`config.mk`:
```
export PLATFORM = sky130hd
export DESIGN_NAME = matmul_apb_slave
export DESIGN_NICKNAME = d
export VERILOG_FILES = /design/src/rtl/matmul_pkg.sv /design/src/rtl/matmul_apb_decode.sv /design/src/rtl/matmul_apb_slave.sv
export SDC_FILE = /design/constraint.sdc
export NUM_CORES = 1
export LEC_CHECK = 0
export BUFFER_PORTS_ARGS = -buffer_cell sky130_fd_sc_hd__buf_2
export CAP_MARGIN = 10
export CORE_ASPECT_RATIO = 0.75
export CORE_MARGIN = 4
export CORE_UTILIZATION = 36
export CTS_CLUSTER_SIZE = 20
export DETAILED_ROUTE_END_ITERATION = 8
export GPL_TIMING_DRIVEN = 0
export HOLD_SLACK_MARGIN = 0.12
export PLACE_DENSITY = 0.77
export REMOVE_ABC_BUFFERS = 1
export SLEW_MARGIN = 20
export SYNTH_ARGS = -nofsm -noshare
export SYNTH_HDL_FRONTEND = slang
export SYNTH_SLANG_ARGS = --single-unit
```
`constraint.sdc`:
```
create_clock -name clk -period 1.23 [get_ports clk]
set_input_delay 0.0615 -clock clk [delete_from_list [all_inputs] [get_ports clk]]
set_output_delay 0.0615 -clock clk [all_outputs]
set_load 0.1 [all_outputs]
```
`src/rtl/matmul_pkg.sv`:
```
// Shared types and field positions for the matmul APB front end.
package matmul_pkg;

    // APB address regions, paddr[11:10]
    typedef enum logic [1:0] {
        RGN_CTRL = 2'd0,
        RGN_A    = 2'd1,
        RGN_B    = 2'd2,
        RGN_SP   = 2'd3
    } region_t;

    typedef enum logic [2:0] {IDLE, ACC, WDONE, RCAP, RDONE} apb_state_t;

    // rows inside the CTRL region
    localparam int CTRL_ROW        = 0;
    localparam int STATUS_ROW      = 1;

    // CTRL / STATUS bit positions
    localparam int CTRL_START_BIT  = 0;
    localparam int CTRL_ERRCLR_BIT = 1;
    localparam int CTRL_MODE_LSB   = 2;
    localparam int CTRL_MODE_MSB   = 3;
    localparam int STATUS_BUSY_BIT = 0;
    localparam int STATUS_ERR_BIT  = 1;

    // address field positions
    localparam int RANGE_LSB       = 12;
    localparam int REGION_MSB      = 11;
    localparam int REGION_LSB      = 10;
    localparam int TARGET_MSB      = 9;
    localparam int TARGET_LSB      = 8;
    localparam int ROW_MSB         = 7;

    // scratchpad k lives at back-end select 2+k
    function automatic logic [2:0] sp_sel(input logic [1:0] tgt);
        return 3'd2 + {1'b0, tgt};
    endfunction

endpackage

```
`src/rtl/matmul_apb_decode.sv`:
```
// Combinational address decode: region, back-end select, row and legality.
module matmul_apb_decode
    import matmul_pkg::*;
#(
    parameter int DATA_WIDTH  = 16,
    parameter int BUS_WIDTH   = 64,
    parameter int ADDR_WIDTH  = 16,
    parameter int SP_NTARGETS = 4,
    localparam int MAX_DIM    = BUS_WIDTH / DATA_WIDTH,
    localparam int AL         = $clog2(BUS_WIDTH / 8),
    localparam int RW         = (MAX_DIM > 1) ? $clog2(MAX_DIM) : 1
) (
    input  logic [ADDR_WIDTH-1:0] paddr,
    input  logic                  pwrite,
    input  logic                  busy,
    output region_t               region,
    output logic [2:0]            sel,
    output logic [RW-1:0]         row,
    output logic                  err
);

    localparam int RFW = ROW_MSB - AL + 1;

    logic [RFW-1:0] row_f;
    logic [1:0]     tgt;
    logic           hi_bad, misal, row_bad, tgt_bad, ctrl_bad;

    assign row_f = paddr[ROW_MSB:AL];
    assign tgt   = paddr[TARGET_MSB:TARGET_LSB];
    assign misal = |paddr[AL-1:0];

    generate
        if (ADDR_WIDTH > RANGE_LSB) begin : g_hi
            assign hi_bad = |paddr[ADDR_WIDTH-1:RANGE_LSB];
        end else begin : g_nohi
            assign hi_bad = 1'b0;
        end
    endgenerate

    // region decode and per-region legality
    always_comb begin
        region   = region_t'(paddr[REGION_MSB:REGION_LSB]);
        row      = row_f[RW-1:0];
        sel      = 3'd0;
        tgt_bad  = 1'b0;
        ctrl_bad = 1'b0;
        row_bad  = row_f >= RFW'(MAX_DIM);
        case (region)
            RGN_A:  sel = 3'd0;
            RGN_B:  sel = 3'd1;
            RGN_SP: begin
                sel     = sp_sel(tgt);
                tgt_bad = {1'b0, tgt} >= 3'(SP_NTARGETS);
            end
            default: begin
                // only CTRL and STATUS exist; STATUS is read-only
                ctrl_bad = (row_f > RFW'(STATUS_ROW)) ||
                           (pwrite && row_f == RFW'(STATUS_ROW));
            end
        endcase
        err = misal | hi_bad | row_bad | tgt_bad | ctrl_bad | (pwrite & busy);
    end

endmodule

```
`src/rtl/matmul_apb_slave.sv`:
```
// APB slave front end of the matmul accelerator.
// Optional: define MATMUL_APB_ERR_EN to report illegal accesses on pslverr
// and track them in STATUS.err_sticky; otherwise they are dropped silently.
module matmul_apb_slave
    import matmul_pkg::*;
#(
    parameter int DATA_WIDTH  = 16,
    parameter int BUS_WIDTH   = 64,
    parameter int ADDR_WIDTH  = 16,
    parameter int SP_NTARGETS = 4,
    localparam int MAX_DIM    = BUS_WIDTH / DATA_WIDTH,
    localparam int RW         = (MAX_DIM > 1) ? $clog2(MAX_DIM) : 1
) (
    input  logic                  clk,
    input  logic                  rst,
    input  logic                  psel,
    input  logic                  penable,
    input  logic                  pwrite,
    input  logic [MAX_DIM-1:0]    pstrb,
    input  logic [BUS_WIDTH-1:0]  pwdata,
    input  logic [ADDR_WIDTH-1:0] paddr,
    output logic                  pready,
    output logic                  pslverr,
    output logic [BUS_WIDTH-1:0]  prdata,
    input  logic                  busy,
    output logic                  mem_req,
    output logic                  mem_we,
    output logic [2:0]            mem_sel,
    output logic [RW-1:0]         mem_row,
    output logic [MAX_DIM-1:0]    mem_strb,
    output logic [BUS_WIDTH-1:0]  mem_wdata,
    input  logic [BUS_WIDTH-1:0]  mem_rdata,
    output logic                  start,
    output logic [1:0]            mode
);

    apb_state_t          state, nxt;
    region_t             dec_region, region_q;
    logic [2:0]          dec_sel, sel_q;
    logic [RW-1:0]       dec_row, row_q;
    logic                dec_err, err_q, write_q;
    logic                setup, access, load, ctrl_fire;
    logic                err_sticky, clr_q;
    logic [BUS_WIDTH-1:0] rd_val;

    matmul_apb_decode #(
        .DATA_WIDTH (DATA_WIDTH),
        .BUS_WIDTH  (BUS_WIDTH),
        .ADDR_WIDTH (ADDR_WIDTH),
        .SP_NTARGETS(SP_NTARGETS)
    ) u_dec (
        .paddr (paddr),
        .pwrite(pwrite),
        .busy  (busy),
        .region(dec_region),
        .sel   (dec_sel),
        .row   (dec_row),
        .err   (dec_err)
    );

    assign setup  = psel & ~penable;
    assign access = psel & penable;

    // state register
    always_ff @(posedge clk or negedge rst) begin
        if (!rst) state <= IDLE;
        else      state <= nxt;
    end

    // next state; load marks a setup phase accepted this cycle
    always_comb begin
        nxt  = state;
        load = 1'b0;
        case (state)
            IDLE: if (setup) begin
                nxt  = ACC;
                load = 1'b1;
            end
            ACC: begin
                if (!psel)        nxt = IDLE;
                else if (penable) nxt = write_q ? WDONE : RCAP;
            end
            RCAP: nxt = psel ? RDONE : IDLE;
            WDONE, RDONE: begin
                if (setup) begin
                    nxt  = ACC;
                    load = 1'b1;
                end else begin
                    nxt = IDLE;
                end
            end
            default: nxt = IDLE;
        endcase
    end

    // hold the decoded request for the rest of the transfer
    always_ff @(posedge clk or negedge rst) begin
        if (!rst) begin
            region_q <= RGN_CTRL;
            sel_q    <= 3'd0;
            row_q    <= '0;
            err_q    <= 1'b0;
            write_q  <= 1'b0;
        end else if (load) begin
            region_q <= dec_region;
            sel_q    <= dec_sel;
            row_q    <= dec_row;
            err_q    <= dec_err;
            write_q  <= pwrite;
        end
    end

    // back-end strobe: only legal array accesses; an all-zero strobe write is a no-op
    assign mem_req   = (state == ACC) & access & ~err_q & (region_q != RGN_CTRL) &
                       (~write_q | (|pstrb));
    assign mem_we    = mem_req & write_q;
    assign mem_sel   = sel_q;
    assign mem_row   = row_q;
    assign mem_strb  = pstrb;
    assign mem_wdata = pwdata;

    // a legal CTRL write always targets row 0; STATUS writes are errors
    assign ctrl_fire = (state == ACC) & access & write_q & ~err_q &
                       (region_q == RGN_CTRL) & pstrb[0];

    assign pready = psel & ((state == WDONE) | (state == RDONE));
`ifdef MATMUL_APB_ERR_EN
    assign pslverr = pready & err_q;
`else
    assign pslverr = 1'b0;
`endif

    // CTRL side effects land in the WDONE cycle; a new error beats a clear
    always_ff @(posedge clk or negedge rst) begin
        if (!rst) begin
            mode       <= 2'b00;
            start      <= 1'b0;
            clr_q      <= 1'b0;
            err_sticky <= 1'b0;
        end else begin
            start <= ctrl_fire & pwdata[CTRL_START_BIT];
            clr_q <= ctrl_fire & pwdata[CTRL_ERRCLR_BIT];
            if (ctrl_fire) mode <= pwdata[CTRL_MODE_MSB:CTRL_MODE_LSB];
            if (pready & pslverr) err_sticky <= 1'b1;
            else if (clr_q)       err_sticky <= 1'b0;
        end
    end

    // read mux: array data, CTRL readback or STATUS; errored reads give zero
    always_comb begin
        rd_val = '0;
        if (!err_q) begin
            if (region_q != RGN_CTRL) begin
                rd_val = mem_rdata;
            end else if (row_q == RW'(CTRL_ROW)) begin
                rd_val[CTRL_MODE_MSB:CTRL_MODE_LSB] = mode;
            end else begin
                rd_val[STATUS_BUSY_BIT] = busy;
                rd_val[STATUS_ERR_BIT]  = err_sticky;
            end
        end
    end

    // read data register, loaded in the capture cycle
    always_ff @(posedge clk or negedge rst) begin
        if (!rst)                      prdata <= '0;
        else if (state == RCAP && psel) prdata <= rd_val;
    end

endmodule

```
==> flow_summary.yaml, run 1 <==
synth:
  synth_simple_gate_area_share_pct: 16.8
  yosysTopAreaCellShare_pct: 51.4
  yosys_most_used_dff: "sky130_fd_sc_hd__dfrtp_1"
  synth.ff_latch_count: 79
  ys.warnings.count: 0
  main_combinational_cell_family_by_area_after_synthesis: "buffers and inverters"
  number_of_library_cell_types_mapped_by_synthesis: 35
  synth_adder_area_share_pct: 0.260
  ys_async_sr_fraction_pct: 100
  synth-compound-area-share_pct: 10.5
  postSynthAreaPerCell_um2: 9.30
  netlist_top_cells_area: "sky130_fd_sc_hd__dfrtp_1 51%, sky130_fd_sc_hd__buf_4 13%, sky130_fd_sc_hd__nand2_1 12%"
  synth-edff-count: 0
  netlist.top_cell.by_area: "sky130_fd_sc_hd__dfrtp_1"
  synth_seq_area_share_pct: 51.4
  synth-xor-area-share_pct: 0.228
  cells_after_synth: 414
  mappedNetlistArea_um2: 3850
  multiplexer_area_fraction_after_synthesis_pct: 3.97
pwr:
  p_int_uw: 5090
  switchingPower_uw: 2040
  p_sw_share_pct: 28.6
  leakage_power_uw: 0.00331
  power.combinational.fraction_pct: 19.5
  ir_drop_mv: 0.863
  power_frac_clock_pct: 41.3
  p_per_area_nw_per_um2: 1060
  power.share.sequential_pct: 39.1
place:
  place_ws_ns: -0.662
  placement.cell_area_um2: 4340
  gp_routability_congestion: 0.867
  port-buffer-count: 174
  dp_hpwl_mm: 11.5
clock_network:
  cts-htree-levels: 3
  tritoncts: "done"
  clock_latency_ns: 0.33
  max-clock-path-buffers: 2
  cts-buffers-inserted: 9
  clkTransAtPathRegs_ns: 0.06
  cell_chosen_for_the_clock_root: "sky130_fd_sc_hd__clkbuf_16"
  cts.sink_count: 79
sta:
  finalMaxSlewViolations: 0
  timing.final.setup_violations: 81
  finalHoldWorstSlack_ns: 0.124
  worst_slack_ns: -0.430
  worstMarginPinSlew_ns: 0.527
  final-hold-violation-count: 0
  setup_repair_after_global_routing_missed_its_margin: "yes"
  finalClockSkew_ns: 0.00725
  min_period_ns: 1.66
  slew_headroom_pct: 64.9
  post-route-period-util_pct: 135
  max_freq_mhz: 602
grt:
  antenna_violations_before_repair: 0
  overflow: 0
  track_usage_pct: 30.5
  via_count_of_the_first_global_routing_pass: 4175
  grt_first_pass_wirelength_mm: 27.4
  grt_start_max_net_pins: 42
floorplan:
  die_x_um: 127
  pin_count: 298
  fp.coreArea_um2: 10400
  core.rowCount: 32
  floorplan.initialDensity_pct: 37.1
  die_area_um2: 12400
  die_h_um: 97.5
detailed_routing:
  detailroute.via_count: 3965
  finalWirelength_mm: 20.0
  wire_per_inst_um: 25.6
  antenna_violating_nets_post_route: 0
  detailedRoute.firstPassIterationCount: 4
  detailed_router_s_first_iteration_violation_count: 197
  post-route-drc-count: 0
  vias_per_cell: 5.09
worst_setup_path:
  highest_cell_delay_on_the_worst_timing_path_ns: 0.43
  top_cell_family_by_delay_on_the_critical_path: "simple AND/OR/NAND/NOR gates"
  cp_cell_sequence: "and4bb_2, nand2_2, nor3b_2, buf_6"
  crit_path_capture_type: "output port"
  critPathRequiredTime_ns: 1.17
  worstPathBufferInverterCount: 1
  crit_fanout: 2
  cp_slowest_cell: "sky130_fd_sc_hd__dfrtp_2"
  setup.worst_path.class: "flip-flop to output port"
  worst_ep_arrival_time_ns: 1.60
  critPathLaunchType: "flip-flop"
layout:
  final_common_cell: "sky130_fd_sc_hd__buf_2"
  finalNetCount: 792
  final_design_area_no_fill_um2: 6750
  areaGrowthSynthToFinish_pct: 75.5
  final_layout_size_suffix_gt1_share_pct: 51.3
  layout.cells.most_common_list: "139 x sky130_fd_sc_hd__buf_2, 93 x sky130_fd_sc_hd__nand2_1, 84 x sky130_fd_sc_hd__dlygate4sd3_1"
  n_antenna_cell: 0
  filler_cell_count: 768
outcome:
  outcome: "finished, violations left"
  violations: "setup timing"
hold_path:
  hold_wc_path_type: "input pin to output port"
flow_run:
  maxCapViolCount: 0
## per-layer routing
metal / GRT usage (%) / vias to the layer above / part of all wire, %
met5: 11.3 / - / 0.75
met4: 8.57 / 4 / 3.0
met2: 45.5 / 324 / 44
li1: - / 1741 / -
met3: 27.2 / 46 / 19
met1: 30.6 / 1850 / 33
## final timing paths
path / start / endpoint / slack, ns / cells past startpoint
max in group asynchronous: rst / prdata[11]$_DFFE_PN0P_ / 0.38 / 3
min in group asynchronous: rst / prdata[52]$_DFFE_PN0P_ / 0.24 / 2
worst max register to register: err_q$_DFFE_PN0P_ / prdata[10]$_DFFE_PN0P_ / -0.39 / 5
worst max-delay path: err_q$_DFFE_PN0P_ / mem_we / -0.43 / 4
worst min-delay path: pwdata[28] / mem_wdata[28] / 0.12 / 0
worst min register to register: prdata[61]$_DFFE_PN0P_ / prdata[61]$_DFFE_PN0P_ / 0.47 / 2
## stage by stage
stage	TNS (ns)	power, µW	util [%]	cells
after global routing	-22.06	7370	65.1	779
after floorplan	-42.28	3400	-	323
final	-17.83	7130	65.1	779
after global placement	-101.59	3800	41.1	633
after CTS	-14.70	7110	60.8	772
after detailed placement	-26.39	3830	41.8	636
## synth_stat cells, types with 2 or more instances
cell type	n
sky130_fd_sc_hd__a22oi_1	2
sky130_fd_sc_hd__and3_1	2
sky130_fd_sc_hd__buf_1	2
sky130_fd_sc_hd__buf_2	12
sky130_fd_sc_hd__buf_4	69
sky130_fd_sc_hd__buf_6	2
sky130_fd_sc_hd__clkbuf_1	6
sky130_fd_sc_hd__dfrtp_1	79
sky130_fd_sc_hd__inv_1	4
sky130_fd_sc_hd__mux2_2	2
sky130_fd_sc_hd__mux2_4	8
sky130_fd_sc_hd__nand2_1	128
sky130_fd_sc_hd__nor2_1	5
sky130_fd_sc_hd__nor4_1	4
sky130_fd_sc_hd__o21a_1	2
sky130_fd_sc_hd__o21ai_0	67
sky130_fd_sc_hd__or2_2	2
## power by group through the flow
stage / registers (µW) / logic [µW] / clock network, µW
CTS: 2780 / 1320 / 3000
detailed placement: 2800 / 1030 / 0
global placement: 2800 / 1010 / 0
finish: 2790 / 1390 / 2950
global route: 2800 / 1460 / 3110
floorplan: 3220 / 181 / 0
## cell type report
type                            instances  area [µm²]  area share [%]
Timing Repair Buffer                  300        2600            38.5
Clock inverter                          5        80.1            1.19
Clock buffer                           11         253            3.74
Sequential cell                        79        1980            29.4
Inverter                                4        15.0           0.222
Tap cell                              136         170            2.52
Multi-Input combinational cell        244        1650            24.5
## repair_timing
| item | CTS | global route |
|---|---|---|
| pin swaps | 36 | 25 |
| hold buffers | 84 | 0 |
| gates resized for setup | 123 | 94 |
| hold endpoints to repair | 135 | 0 |
| cloned | 13 | 3 |
| setup buffers | 23 | 5 |
| endpoints found under the setup margin | 81 | 95 |
## cell families after synthesis
| kind of cell | Yosys count |
|---|---|
| multiplexers | 11 |
| other | 1 |
| XOR/XNOR | 1 |
| buffers and inverters | 95 |
| flip-flops | 79 |
| adder cells (fa/ha/maj) | 1 |
| AO/OA/AOI/OAI | 76 |
| AND/OR/NAND/NOR | 150 |
## flip-flops by register name, indices dropped and copies added (netlist names)
register and flops:
err_q 1, mem_row 2, mem_sel 3, mode 2, prdata 64, region_q 2
start 1, state 3, write_q 1
Note: power is estimated with default switching activity, not from simulation.
==> run 2, diff against run 1 <==
CTS_CLUSTER_DIAMETER = 150   (was default)
PLACE_DENSITY = 0.75   (was 0.77)
SETUP_SLACK_MARGIN = 0.2   (was default)
==> run 2 against run 1 <==
- sequential cell count unchanged
- combinational power rose by 13%
- cell area is 14% higher
- clock skew about the same
- the flow still finishes with violations (setup timing)
- power up 1.4%
- cell count is 2.7% higher
- largest cell class unchanged
==> flow_summary.yaml, run 2 (synthesis gave the netlist of run 1 again) <==
outcome:
  outcome: "finished, violations left"
  violations: "setup timing"
place:
  gp_routability_congestion: 0.826
  placedCellCount: 636
  dp_hpwl_mm: 11.8
  port-buffer-count: 174
worst_setup_path:
  highest_cell_delay_on_the_worst_timing_path_ns: 0.43
  crit_path_capture_type: "output port"
  cp_slowest_cell: "sky130_fd_sc_hd__dfrtp_2"
  critical_path.reg2reg.endpoint: "region_q[1]$_DFFE_PN0P_"
  crit-reg2reg-launch: "state[0]$_DFFE_PN0P_"
  cp_cell_sequence: "and3b_2, and3b_1, and3_4, buf_12"
  worstPathBufferInverterCount: 1
  top_cell_family_by_delay_on_the_critical_path: "simple AND/OR/NAND/NOR gates"
  cp-endpoint: "mem_req"
  crit_fanout: 4
  critPathLaunchType: "flip-flop"
  worst_r2r_path_depth: 4
  worst_ep_arrival_time_ns: 1.58
  regToRegSetupSlack_ns: -0.27
  crit_cells: 4
  timing.critical_path.from: "state[2]$_DFFE_PN0P_"
  critPathRequiredTime_ns: 1.17
  setup.worst_path.class: "flip-flop to output port"
hold_path:
  worstHoldStart: "paddr[15]"
  hold_wc_path_type: "input pin to flip-flop"
sta:
  post-route-period-util_pct: 133
  finalMaxSlewViolations: 0
  finalHoldWorstSlack_ns: 0.106
  slew_headroom_pct: 65.3
  min_period_ns: 1.64
  max_freq_mhz: 609
  setup_repair_after_global_routing_missed_its_margin: "yes"
  fin_tns_setup_ns: -15.72
  worst_slack_ns: -0.411
  timing.final.setup_violations: 79
  finalClockSkew_ns: 0.00721
  worstMarginPinSlew_ns: 0.520
  final-hold-violation-count: 0
detailed_routing:
  wire_per_inst_um: 28.3
  post-route-drc-count: 0
  finalWirelength_mm: 22.7
  vias_per_cell: 5.29
  detailedRoute.firstPassIterationCount: 4
  detailroute.via_count: 4230
  antenna_violating_nets_post_route: 0
  detailed_router_s_first_iteration_violation_count: 200
layout:
  final_layout_size_suffix_gt1_share_pct: 62.1
  layout.cells.non_filler: 800
  final_common_cell: "sky130_fd_sc_hd__buf_2"
  largest_register: "prdata"
  areaGrowthSynthToFinish_pct: 101
  largest_register_ffs: 64
  layout.cells.most_common_list: "98 x sky130_fd_sc_hd__buf_2, 78 x sky130_fd_sc_hd__dlygate4sd3_1, 70 x sky130_fd_sc_hd__nand2_1"
  finalNetCount: 813
clock_network:
  tritoncts: "done"
  max-clock-path-buffers: 2
  cts-htree-levels: 3
  clkTransAtPathRegs_ns: 0.06
  cts.sink_count: 79
  clock_latency_ns: 0.33
  holdBufCountCts: 78
  cts-buffers-inserted: 9
  cell_chosen_for_the_clock_root: "sky130_fd_sc_hd__clkbuf_16"
grt:
  overflow: 0
  grt_first_pass_wirelength_mm: 25.7
  antenna_violations_before_repair: 1
  grt_start_max_net_pins: 67
  track_usage_pct: 28.7
  via_count_of_the_first_global_routing_pass: 3946
pwr:
  ir_drop_mv: 0.763
  p_per_area_nw_per_um2: 936
  leakage_power_uw: 0.00351
floorplan:
  pin_count: 298
  die_h_um: 97.5
  floorplan.initialDensity_pct: 37.1
  die_area_um2: 12400
  fp.coreArea_um2: 10400
  die_x_um: 127
  core.rowCount: 32
flow_run:
  maxCapViolCount: 0
## run 2: changes by cell type in the layout (fill, tap and decap cells not counted), moves of 10 or more
cell | before | now
sky130_fd_sc_hd__buf_12 | 13 | 50
sky130_fd_sc_hd__buf_2 | 139 | 98
sky130_fd_sc_hd__buf_4 | 11 | 33
sky130_fd_sc_hd__buf_6 | 10 | 38
sky130_fd_sc_hd__buf_8 | 4 | 14
sky130_fd_sc_hd__clkbuf_4 | 26 | 0
sky130_fd_sc_hd__dfrtp_1 | 73 | 58
sky130_fd_sc_hd__dfrtp_2 | 6 | 21
sky130_fd_sc_hd__nand2_1 | 93 | 70
sky130_fd_sc_hd__nand2_2 | 10 | 31
sky130_fd_sc_hd__o21ai_0 | 31 | 3
sky130_fd_sc_hd__o21ai_2 | 25 | 44
## run 2: worst min path at each step
| stage | end | slack [ns] | cells after the start |
|---|---|---|---|
| after floorplan | err_q$_DFFE_PN0P_ | -0.23 | 0 |
| after global placement | mem_wdata[24] | 0.12 | 0 |
| after detailed placement | prdata[28]$_DFFE_PN0P_ | 0.06 | 1 |
| after CTS | state[1]$_DFFE_PN0P_ | 0.08 | 2 |
| after global routing | state[1]$_DFFE_PN0P_ | 0.10 | 2 |
| final | err_q$_DFFE_PN0P_ | 0.11 | 4 |
## run 2: metal layers
metal / global-route usage (%) / wire, µm / vias up
met5: 11.8 / 183 / -
met1: 27.5 / 7740 / 2064
li1: - / - / 1795
met3: 26.4 / 3790 / 45
met2: 43.8 / 10500 / 320
met4: 7.01 / 454 / 6
## run 2: repair_timing
item | 4_1_cts | 5_1_grt
pin swaps | 11 | 65
endpoints found under the setup margin | 153 | 122
cloned | 3 | 17
gates resized for setup | 205 | 293
buffers inserted | 10 | 40
endpoints found under the hold margin | 124 | 2
## run 2: stage by stage
| step | setup slack [ns] | instance area (µm²) | total power [µW] | utilization [%] |
|---|---|---|---|---|
| final | -0.411 | 7730 | 7230 | 74.5 |
| after global routing | -0.470 | 7730 | 7470 | 74.5 |
| after global placement | -1.27 | 4260 | 3800 | 41.1 |
| after detailed placement | -0.690 | 4330 | 3840 | 41.7 |
| after floorplan | -1.85 | 3220 | 3400 | - |
| after CTS | -0.428 | 6140 | 7040 | 59.3 |
## run 2: worst reg2reg max path, delay by kind of cell, from the launching register on
kind / cells / cell delay [ns]
multiplexers: 1 / 0.31
AO/OA/AOI/OAI: 1 / 0.34
buffers and inverters: 1 / 0.13
AND/OR/NAND/NOR: 1 / 0.17
flip-flops: 1 / 0.44
## run 2: power by group
part | switching (µW) | leakage, µW | internal [µW]
Sequential | 140 | 0.00105 | 2690
Combinational | 904 | 0.00230 | 663
Clock | 1020 | 0.000155 | 1820
Total | 2070 | 0.00351 | 5170
## run 2: layout make-up
| type | instances | area (µm²) |
|---|---|---|
| Clock buffer | 11 | 243 |
| Clock inverter | 4 | 70.1 |
| Sequential cell | 79 | 2000 |
| Timing Repair Buffer | 320 | 3390 |
| Inverter | 4 | 15.0 |
| Fill cell | 599 | 2640 |
| Multi-Input combinational cell | 245 | 1840 |
| Tap cell | 136 | 170 |
| Antenna cell | 1 | 2.50 |
